<file path="src/rtl/estagio_wb.sv">
// -----------------------------------------------------------------------------
// estagio_wb : writeback stage feeding the 32x32 register bank.
//
// Accepts retired instructions from MEM over a valid/ready handshake. ALU
// results are written one cycle after acceptance; loads park in WAIT_LOAD
// until the data-memory response arrives, then the selected byte/halfword is
// sign- or zero-extended and written. A combinational hazard flag tells decode
// when a source register would read stale bank contents.
//
// Optional feature macro: WB_TIMEOUT_EN
//   defined   : WAIT_LOAD aborts after TIMEOUT_CYCLES cycles without a
//               response, with no write, and sets the sticky err flag.
//   undefined : WAIT_LOAD waits indefinitely, err is tied to 0.
//
// Ports:
//   clk, rst_n         clock (rising edge), asynchronous active-low reset
//   in_valid/in_ready  MEM-stage handshake (in_ready combinational, IDLE only)
//   in_reg_write       instruction writes rd
//   in_is_load         instruction is a load
//   in_rd              destination register
//   in_funct3          load type (LB/LH/LW/LBU/LHU)
//   in_byte_off        address[1:0] of the load
//   in_alu_result      result for non-loads
//   mem_rvalid         single-cycle load response strobe
//   mem_rdata          aligned 32-bit word from data memory
//   write_enable       bank write strobe (registered, 1-cycle pulse)
//   write              bank write address (registered)
//   data               bank write data (registered)
//   q_rs1, q_rs2       decode source-register queries
//   hazard             combinational stall request for decode
//   err                sticky load-timeout flag
// -----------------------------------------------------------------------------
module estagio_wb #(
   parameter int unsigned TIMEOUT_CYCLES = 16
) (
   input  logic        clk,
   input  logic        rst_n,
   input  logic        in_valid,
   output logic        in_ready,
   input  logic        in_reg_write,
   input  logic        in_is_load,
   input  logic [4:0]  in_rd,
   input  logic [2:0]  in_funct3,
   input  logic [1:0]  in_byte_off,
   input  logic [31:0] in_alu_result,
   input  logic        mem_rvalid,
   input  logic [31:0] mem_rdata,
   output logic        write_enable,
   output logic [4:0]  write,
   output logic [31:0] data,
   input  logic [4:0]  q_rs1,
   input  logic [4:0]  q_rs2,
   output logic        hazard,
   output logic        err
);

   localparam int unsigned REG_W  = 5;
   localparam int unsigned DATA_W = 32;

   // Reject a zero timeout at elaboration
   if (TIMEOUT_CYCLES < 1) begin : g_bad_timeout
      $error("estagio_wb: TIMEOUT_CYCLES must be at least 1");
   end

   typedef enum logic {
      IDLE      = 1'b0,
      WAIT_LOAD = 1'b1
   } state_t;

   state_t              state, state_nx;

   // Pending load bookkeeping
   logic [REG_W-1:0]    p_rd, p_rd_nx;
   logic                p_rw, p_rw_nx;
   logic [2:0]          p_f3, p_f3_nx;
   logic [1:0]          p_off, p_off_nx;

   // Registered bank interface
   logic                we_q, we_nx;
   logic [REG_W-1:0]    wr_q, wr_nx;
   logic [DATA_W-1:0]   data_q, data_nx;

`ifdef WB_TIMEOUT_EN
   localparam int unsigned CNT_W = $clog2(TIMEOUT_CYCLES + 1);
   localparam logic [CNT_W-1:0] CNT_LAST = CNT_W'(TIMEOUT_CYCLES - 1);

   logic [CNT_W-1:0]    cnt, cnt_nx;
   logic                err_q, err_nx;
`endif

   // Byte/halfword select and extension of the returned word
   function automatic logic [DATA_W-1:0] extend_load(input logic [2:0]        f3,
                                                      input logic [1:0]        off,
                                                      input logic [DATA_W-1:0] word);
      logic [7:0]  b;
      logic [15:0] h;
      b = 8'(word >> {off, 3'b000});
      h = 16'(word >> {off[1], 4'b0000});
      case (f3)
         3'b000:  extend_load = {{24{b[7]}}, b};
         3'b100:  extend_load = {24'b0, b};
         3'b001:  extend_load = {{16{h[15]}}, h};
         3'b101:  extend_load = {16'b0, h};
         default: extend_load = word;
      endcase
   endfunction

   // A query conflicts with the parked load or with the write landing this cycle
   function automatic logic query_hit(input logic [REG_W-1:0] q);
      logic load_hit;
      logic write_hit;
      load_hit  = (state == WAIT_LOAD) && p_rw && (q == p_rd);
      write_hit = we_q && (q == wr_q);
      query_hit = (q != '0) && (load_hit || write_hit);
   endfunction

   assign in_ready     = (state == IDLE);
   assign hazard       = query_hit(q_rs1) || query_hit(q_rs2);
   assign write_enable = we_q;
   assign write        = wr_q;
   assign data         = data_q;

`ifdef WB_TIMEOUT_EN
   assign err = err_q;
`else
   assign err = 1'b0;
`endif

   // State and registered outputs
   always_ff @(posedge clk or negedge rst_n) begin
      if (!rst_n) begin
         state  <= IDLE;
         p_rd   <= '0;
         p_rw   <= 1'b0;
         p_f3   <= '0;
         p_off  <= '0;
         we_q   <= 1'b0;
         wr_q   <= '0;
         data_q <= '0;
`ifdef WB_TIMEOUT_EN
         cnt    <= '0;
         err_q  <= 1'b0;
`endif
      end else begin
         state  <= state_nx;
         p_rd   <= p_rd_nx;
         p_rw   <= p_rw_nx;
         p_f3   <= p_f3_nx;
         p_off  <= p_off_nx;
         we_q   <= we_nx;
         wr_q   <= wr_nx;
         data_q <= data_nx;
`ifdef WB_TIMEOUT_EN
         cnt    <= cnt_nx;
         err_q  <= err_nx;
`endif
      end
   end

   // Next-state and next-output logic
   always_comb begin
      state_nx = state;
      p_rd_nx  = p_rd;
      p_rw_nx  = p_rw;
      p_f3_nx  = p_f3;
      p_off_nx = p_off;
      we_nx    = 1'b0;
      wr_nx    = wr_q;
      data_nx  = data_q;
`ifdef WB_TIMEOUT_EN
      cnt_nx   = cnt;
      err_nx   = err_q;
`endif

      case (state)
         IDLE: begin
            if (in_valid && in_ready) begin
               if (in_is_load) begin
                  p_rd_nx  = in_rd;
                  p_rw_nx  = in_reg_write;
                  p_f3_nx  = in_funct3;
                  p_off_nx = in_byte_off;
                  state_nx = WAIT_LOAD;
`ifdef WB_TIMEOUT_EN
                  cnt_nx   = '0;
`endif
               end else if (in_reg_write && (in_rd != '0)) begin
                  we_nx   = 1'b1;
                  wr_nx   = in_rd;
                  data_nx = in_alu_result;
               end
            end
         end

         WAIT_LOAD: begin
            // A response in the limit cycle still wins over the abort
            if (mem_rvalid) begin
               state_nx = IDLE;
               if (p_rw && (p_rd != '0)) begin
                  we_nx   = 1'b1;
                  wr_nx   = p_rd;
                  data_nx = extend_load(p_f3, p_off, mem_rdata);
               end
            end
`ifdef WB_TIMEOUT_EN
            else if (cnt == CNT_LAST) begin
               state_nx = IDLE;
               err_nx   = 1'b1;
            end else begin
               cnt_nx = cnt + CNT_W'(1);
            end
`endif
         end
      endcase
   end

endmodule

</file>
<file path="config.mk">
export PLATFORM = sky130hd
export DESIGN_NAME = estagio_wb
export DESIGN_NICKNAME = d
export VERILOG_FILES = /design/src/rtl/estagio_wb.sv
export SDC_FILE = /design/constraint.sdc
export NUM_CORES = 1
export LEC_CHECK = 0
export ABC_AREA = 1
export CAP_MARGIN = 30
export CORE_ASPECT_RATIO = 0.7
export CORE_UTILIZATION = 41
export CTS_CLUSTER_DIAMETER = 60
export DETAILED_ROUTE_END_ITERATION = 8
export HOLD_SLACK_MARGIN = 0.03
export PLACE_DENSITY = 0.78
export SYNTH_ARGS = -nofsm -noshare
export SYNTH_HDL_FRONTEND = slang
export SYNTH_SLANG_ARGS = --single-unit
</file>
<file path="constraint.sdc">
create_clock -name clk -period 1.3 [get_ports clk]
set_clock_uncertainty 0.15 [all_clocks]
set_input_delay 0.26 -clock clk [delete_from_list [all_inputs] [get_ports clk]]
set_output_delay 0.26 -clock clk [all_outputs]
set_load 0.005 [all_outputs]
</file>
**Word-level counts from Yosys, hierarchy flattened**

Cells that the tools add are included.

- Input port bits: 90
- Memory bits (read-only): 0
- Output and inout bits: 41
- Memory bits (writable): 0
- Word-level logic and storage cells: 66
- Bits in latches: 0
- Register bits after elaboration: 50
- Memories: 0

- Bitwise logic cells: 1
- Equal/unequal tests: 12
- Reduce and logical (&&, ||, !) cells: 20
- Multiplexer cells: 23
- Div/mod/pow operators: 0
- $mul: 0
- $lt $le $gt $ge: 0
- Shift operators: 2
- $add $sub $neg: 0

Operators with widths:

| kind | count |
|---|---|
| $mux W32 | 5 |
| $pmux W32 S4 | 1 |
| $pmux W32 S2 | 1 |
| $shr A32 B5 Y16 | 1 |
| $shr A32 B5 Y8 | 1 |
| $mux W5 | 5 |
| $eq A5 B5 Y1 | 4 |
| $reduce_bool A5 Y1 | 4 |
| $logic_and A1 B1 Y1 | 10 |
| $pmux W5 S2 | 1 |
| $mux W1 | 8 |
| $eq A3 B3 Y1 const B | 2 |
| $ne A2 B1 Y1 const B | 3 |
| $reduce_and A5 Y1 | 1 |
| $ne A2 B2 Y1 const B | 2 |
| $pmux W1 S2 | 2 |
| $eq A3 B1 Y1 const B | 1 |
| $logic_not A3 Y1 | 1 |
| $logic_or A1 B1 Y1 | 3 |
| $reduce_and A3 Y1 | 1 |
| $not A1 Y1 | 1 |

**Longest topological paths before layout**

Gate-level depths: netlist of run 1.

- Word-level depth: 6
- Gate-level depth with buffers: 11
- Depth with buffers taken out: 9

**Least setup slack after synthesis of run 1**

OpenSTA, ideal clock, no wires.

- Path type: register to register
- Start point: register state
- End point: register data_q[10], in the netlist data[10]
- Data arrival time: 1182 ps
- Period minus slack after synthesis: 1454 ps
- Stages on the path, launching flop included: 11
- Data required time: 1028 ps
- Setup time: 122 ps
- Slack: -154 ps
- Path buffers: 2
- Path through: dfrtp_1 > buf_6 > inv_4 > nand2_2 > nor2_2 > nand2_1 > nand2_2 > nand2_4 > buf_6 > nor2_1 > a21oi_1

- Word-level cells in the longest chain between the ends: 4
- Elaborated cells between the ends (all ways): 9
- Those cells by class: 5 x eq/ne; 1 x mux; 1 x bitwise; 2 x reduce/logical

Ends and longest elaborated chain:

| item | line | text |
|---|---|---|
| from (decl) | 70 | `state_t state, state_nx;` |
| from (signal assigned) | 145 | `state <= state_nx;` |
| $not A1 Y1 (no source line) | -- |  |
| $logic_and A1 B1 Y1 | 177 | `if (in_valid && in_ready) begin` |
| $ne A2 B1 Y1 (no source line) | -- |  |
| $reduce_and A5 Y1 (no source line) | -- |  |
| to (signal assigned) | 152 | `data_q <= data_nx;` |
| to (decl) | 81 | `logic [DATA_W-1:0] data_q, data_nx;` |

Several ways; a longest one is shown, not always the timed one.
A chain may end at the register's enable or synchronous reset.

**Final worst setup path of run 1**

- Start point: register p_rd[2]
- End point: register data_q[1], in the netlist data[1]

- Word-level cells in the longest chain between the ends: 4

Ends and longest elaborated chain:

| item | line | text |
|---|---|---|
| from (decl) | 73 | `logic [REG_W-1:0] p_rd, p_rd_nx;` |
| from (signal assigned) | 146 | `p_rd <= p_rd_nx;` |
| $reduce_bool A5 Y1 | 199 | `if (p_rw && (p_rd != '0)) begin` |
| $logic_and A1 B1 Y1 | 199 |  |
| $ne A2 B1 Y1 (no source line) | -- |  |
| $reduce_and A5 Y1 (no source line) | -- |  |

Every way passes these cells.

==> flow_metrics.tcl, run 1 <==
set metrics [dict create \
    cp_top_family "simple AND/OR/NAND/NOR gates" \
    total_power_mw 8.12 \
    crit_chain "buf_6 -> buf_6 -> nor2_4 -> nand3_2 -> nand2_4 -> nand2_4 -> nand2_8 -> buf_12 -> buf_12 -> nor2_2 -> nand2_1 -> nand2_1" \
    drive_gt1_share_pct 34.9 \
    io_buffers 129 \
    synth-async-reset-ratio_pct 100 \
    nFillCells 567 \
    clock-root-buffer "clkbuf_16" \
    status "complete, but fails checks" \
    die_w_um 112 \
    antenna_left 0 \
    postRouteWirelength_mm 15.2 \
    crit_slowest_cell "dfrtp_1" \
    crit_fanout 8 \
    cp.required_ns 1.33 \
    cp.buffers_inverters 4 \
    routabilityCongestion 0.920 \
    synthDistinctLibCells 27 \
    core_um2 8040 \
    slowest_delay_ns 0.41 \
    clock-sinks 50 \
    hpwl_mm 9.43 \
    power_leakage_nw 3.09 \
    grt_pass1_vias 4405 \
    die_area_um2 8880 \
    fin_ws_ns -0.554 \
    initial_utilization_pct 43.4 \
    antenna_found_initial 0 \
    setup_viol 56 \
    met3_length_mm 1.32 \
    viasPerCell 5.37 \
    diodes 0 \
    grt.overflow.total 0 \
    worstReg2RegEnd "data[1]" \
    path_clk_slew_ns 0.07 \
    wl_per_cell_um 17.4 \
    hold_violations 0 \
    rsz0062_at_grt "yes" \
    hold_end "data[30]" \
    synthFlopType "dfrtp_1" \
    ys_seq_area_share_pct 35.9 \
    insertion_delay_ns 0.30 \
    synth_nets 647 \
    maxCapViolations 0 \
    fin_hold_ws_ns 0.332 \
    grt_max_degree 51 \
    violations "DRC, setup timing" \
    grt_pass1_wl_mm 21.7 \
    path_class "reg2reg" \
    dr.max_layer_used "met4" \
    finalNetCount 860 \
    synth_edf_count 0 \
    cts_tree "built" \
    min_from "data[30]" \
    cts.path.max_buffers 2 \
    routedLengthMet1_mm 6.56 \
    r2r_cells 12 \
    max_freq_ghz 0.539 \
    synth-seq-cells 50 \
    holdCritPathClass "reg2reg" \
    arrival_ns 1.89 \
    r2r_start "p_rd[2]" \
    firstDrtPassIters 7 \
    syn_avg_cell_area_um2 6.26 \
    power.density_nw_per_um2 1310 \
    areaGrowthSynthToFinish_pct 77.8 \
    rrSetupSlack_ns -0.55 \
    min_path_cells 2 \
    syn_area_um2 3490 \
    layout_common_cells "nand2_1, clkdlybuf4s50_1, buf_4, nor2_1, dfrtp_1" \
    cp-end-kind "flop" \
    fin_crit_ns 1.85 \
    drc 11 \
    cp-start-kind "flop" \
    numCtsBuffers 5 \
    ys_warn_count 0 \
    grtUsageTotal_pct 31.6 \
    syn_inst 557 \
    drtIter0Drc 399 \
    maxSlewViolCount 0 \
    vdd_ir_drop_max_uv 852 \
    pin_count 131 \
    path_depth 12 \
    wl_met2_mm 6.97 \
    min_period_over_period_pct 143 \
    die_h_um 79.2 \
    htree_levels 2 \
    vias 4685 \
    final_common_cell "nand2_1" \
    rows 27 \
]
worst reg2reg max path, stage by stage, from the launching register on:
cell and delay (ns):
dfrtp_1 0.41, buf_6 0.15, buf_6 0.12, nor2_4 0.11
nand3_2 0.10, nand2_4 0.09, nand2_4 0.07, nand2_8 0.08
buf_12 0.13, buf_12 0.14, nor2_2 0.05, nand2_1 0.07
nand2_1 0.06
how the worst max path moves through the flow:
stage          slack [ns]     start        to
6_report            -0.55   p_rd[2]   data[1]
3_5_place_dp        -0.99  q_rs1[0]    hazard
2_1_floorplan       -0.14     state  data[10]
3_3_place_gp        -1.01  q_rs1[4]    hazard
5_1_grt             -0.63  write[2]    hazard
4_1_cts             -0.53   p_rd[2]    hazard
layout make-up:
type                            count  area [um^2]  area share, %
Multi-Input combinational cell    425         2270           36.7
Inverter                           54          210           3.39
Timing Repair Buffer              234         2190           35.3
Clock buffer                        7          143           2.30
Sequential cell                    50         1260           20.3
Clock inverter                      1         5.00         0.0807
Tap cell                          101          126           2.04
timing repair:
action / 4_1_cts / 5_1_grt
resized for setup: 198 / 120
cloned: 7 / 0
pin swaps: 14 / 34
hold buffers: 1 / 0
hold endpoints to repair: 50 / 0
endpoints found under the setup margin: 90 / 80
buffers inserted: 25 / 18
stage by stage:
step	util (%)	instances	area, um^2	setup slack [ns]	setup TNS [ns]
finish	77.1	872	6200	-0.554	-22.80
global route	77.1	872	6200	-0.627	-25.51
CTS	74.3	862	5980	-0.531	-19.41
detailed placement	65.8	821	5290	-0.994	-26.69
global placement	65.8	821	5290	-1.01	-25.37
floorplan	-	557	3510	-0.140	-4.61
sequential cells by signal, indices dropped and copies added, names as in the netlist:
register      count
p_rw              1
write             5
p_f3              3
p_rd              5
data             32
p_off             2
state             1
write_enable      1
cells in the mapped netlist (4+ instances only):
master	n	share of area, %
inv_1	52	5.6
buf_4	7	1.5
nor2_1	96	10
dfrtp_1	50	36
nor3_1	10	1.4
buf_6	5	1.6
nand2_2	5	0.90
a21oi_1	45	6.5
nand3_1	41	5.9
o21ai_0	31	4.4
buf_2	4	0.57
nand2_1	170	18
clkbuf_1	12	1.3
nor2_2	12	2.2
logic make-up after synthesis:
family / Yosys count / synth area share, %
XOR/XNOR: 1 / 0.251
other: 1 / 0.108
AND/OR/NAND/NOR: 339 / 40.3
flip-flops: 50 / 35.9
buffers and inverters: 82 / 10.9
AO/OA/AOI/OAI: 83 / 12.2
multiplexers: 1 / 0.323
per-layer routing:
layer  up-vias  GRT usage (%)
li1       2178              -
met1      2215           43.5
met3        42           6.79
met2       250           51.0
met5         -              0
met4         0           7.33
where the power goes:
group | switching, mW | internal [mW]
logic | 2.07 | 2.19
clock network | 0.574 | 0.765
registers | 0.463 | 2.07
(Power assumes the default switching activity.)
==> run 2, diff against run 1 <==
--- a/config.mk
+++ b/config.mk
@@ -8,11 +8,10 @@
 export ABC_AREA = 1
 export CAP_MARGIN = 30
 export CORE_ASPECT_RATIO = 0.7
-export CORE_UTILIZATION = 41
+export CORE_UTILIZATION = 30
 export CTS_CLUSTER_DIAMETER = 60
 export DETAILED_ROUTE_END_ITERATION = 8
 export HOLD_SLACK_MARGIN = 0.03
-export PLACE_DENSITY = 0.78
 export SYNTH_ARGS = -nofsm -noshare
 export SYNTH_HDL_FRONTEND = slang
 export SYNTH_SLANG_ARGS = --single-unit
==> run 2 against run 1 <==
The flow finishes with violations (setup timing). Final cell count up 6.8%. Die area up 36%. Core utilization shrank 20 points. Wire length down 6.1%. Critical path depth is 4 lower. Hold slack lost 0.0038 ns. Global-route usage is 8.4 points lower. Flip-flop and latch count unchanged. Non-clock buffer count is 7 higher. Register-to-register slack about the same. Maximum frequency is 0.77% lower. Critical path type is now reg2out. Largest cell class is now non-clock buffers.
==> flow_metrics.tcl, run 2 (synthesis results as in run 1) <==
set metrics [dict create \
    status "complete, but fails checks" \
    violations "setup timing" \
    rrSetupSlack_ns -0.56 \
    viasPerCell 4.75 \
    grt_max_degree 51 \
    crit_slowest_cell "dfrtp_1" \
    drive_gt1_share_pct 34.6 \
    worstReg2RegEnd "data[28]" \
    cp-startpoint "p_rd[4]" \
    max_freq_ghz 0.535 \
    clock-root-buffer "clkbuf_16" \
    cts_tree "built" \
    fin_ws_ns -0.568 \
    cp.buffers_inverters 2 \
    areaGrowthSynthToFinish_pct 82.8 \
    diodes 0 \
    arrival_ns 1.46 \
    final_common_cell "nand2_1" \
    final_util_pct 57.1 \
    holdCritPathClass "reg2reg" \
    initial_utilization_pct 31.2 \
    largest_reg_flops 32 \
    clock-sinks 50 \
    path_class "reg2out" \
    htree_levels 2 \
    antenna_found_initial 0 \
    routabilityCongestion 0.902 \
    hold_end "data[22]" \
    placed_cell_area_um2 5420 \
    min_period_over_period_pct 144 \
    grtUsageTotal_pct 23.2 \
    rows 32 \
    hold_violations 0 \
    layout_common_cells "nand2_1, clkdlybuf4s50_1, buf_4, nor2_1" \
    io_buffers 129 \
    grt.overflow.total 0 \
    vias 4418 \
    cp.required_ns 0.89 \
    cp-end-kind "output port" \
    core_um2 11200 \
    crit_chain "inv_2 -> nor2_1 -> nor3_1 -> nand3_1 -> nand2_1 -> nand2_1 -> nand2_1 -> buf_2" \
    crit_fanout 3 \
    pin_count 131 \
    drtIter0Drc 238 \
    drc 0 \
    crit_top_cell "nand2_1" \
    r2r_start "p_rd[1]" \
    fin_crit_ns 1.87 \
    grt_pass1_vias 4157 \
    cp_top_family "simple AND/OR/NAND/NOR gates" \
    firstDrtPassIters 5 \
    grt_pass1_wl_mm 21.4 \
    finalNetCount 867 \
    numCtsBuffers 5 \
    slowest_delay_ns 0.41 \
    cp-start-kind "flop" \
    die_h_um 92.2 \
    path_clk_slew_ns 0.07 \
    cts.path.max_buffers 2 \
    hpwl_mm 9.74 \
    vdd_ir_drop_max_uv 557 \
    min_from "data[22]" \
    r2r_cells 11 \
    maxSlewViolCount 0 \
    power.density_nw_per_um2 1250 \
    final_area_um2 6370 \
    die_w_um 131 \
    power_leakage_nw 3.09 \
    insertion_delay_ns 0.30 \
    wl_per_cell_um 15.3 \
    die_area_um2 12100 \
    rsz0062_at_grt "yes" \
    maxCapViolations 0 \
    postRouteWirelength_mm 14.3 \
    setup_viol 58 \
    antenna_left 0 \
    min_path_cells 2 \
]
## run 2: cell type report
cell class / instances / area (um^2)
tap: 153 / 191
inverter: 54 / 210
fill: 1046 / 4800
timing repair buffer: 241 / 2290
sequential: 50 / 1260
clock buffer: 5 / 125
clock inverter: 3 / 21.3
multi-input combinational: 425 / 2270
## run 2: metrics by stage
step           total power [mW]  hold WS, ns  setup WS [ns]  cells  setup TNS [ns]
5_1_grt                    8.47        0.346         -0.646    931          -30.78
3_5_place_dp               5.99        0.129          -1.01    882          -27.23
2_1_floorplan              3.84       -0.186         -0.140    557           -4.61
4_1_cts                    7.65        0.333         -0.554    923          -25.02
3_3_place_gp               5.96        0.125         -0.956    882          -25.92
6_report                   7.94        0.328         -0.568    931          -27.08
## run 2: worst max path at each step
stage | end | slack, ns | cells past startpoint
6_report | hazard | -0.57 | 8
5_1_grt | data[29] | -0.65 | 11
4_1_cts | hazard | -0.55 | 8
3_5_place_dp | hazard | -1.01 | 8
3_3_place_gp | hazard | -0.96 | 9
2_1_floorplan | data[10] | -0.14 | 10
## run 2: power breakdown
group / switching (mW) / internal, mW
Combinational: 1.93 / 2.18
Clock: 0.630 / 0.715
Sequential: 0.413 / 2.07
Total: 2.97 / 4.96
## run 2: what timing repair did
item / CTS / global route
hold buffers: 1 / 0
pin swaps: 9 / 21
setup buffers: 24 / 9
hold endpoints to repair: 50 / 0
gates resized for setup: 234 / 96
setup endpoints to repair: 90 / 67
cloned: 8 / 2
## run 2: layer usage
layer	vias to the layer above	share of wire, %	track usage [%]	routed length (um)
met2	142	43	34.8	6090
met5	-	0	0	0
met3	10	5.9	4.20	834
met4	0	0.67	3.93	95
met1	2069	51	34.7	7230
li1	2197	-	-	-
## run 2: tightest hold or removal path, cell delays in order (launching register included)
cell and delay (ns):
dfrtp_1 0.35, nand2_1 0.05, nand2_1 0.05
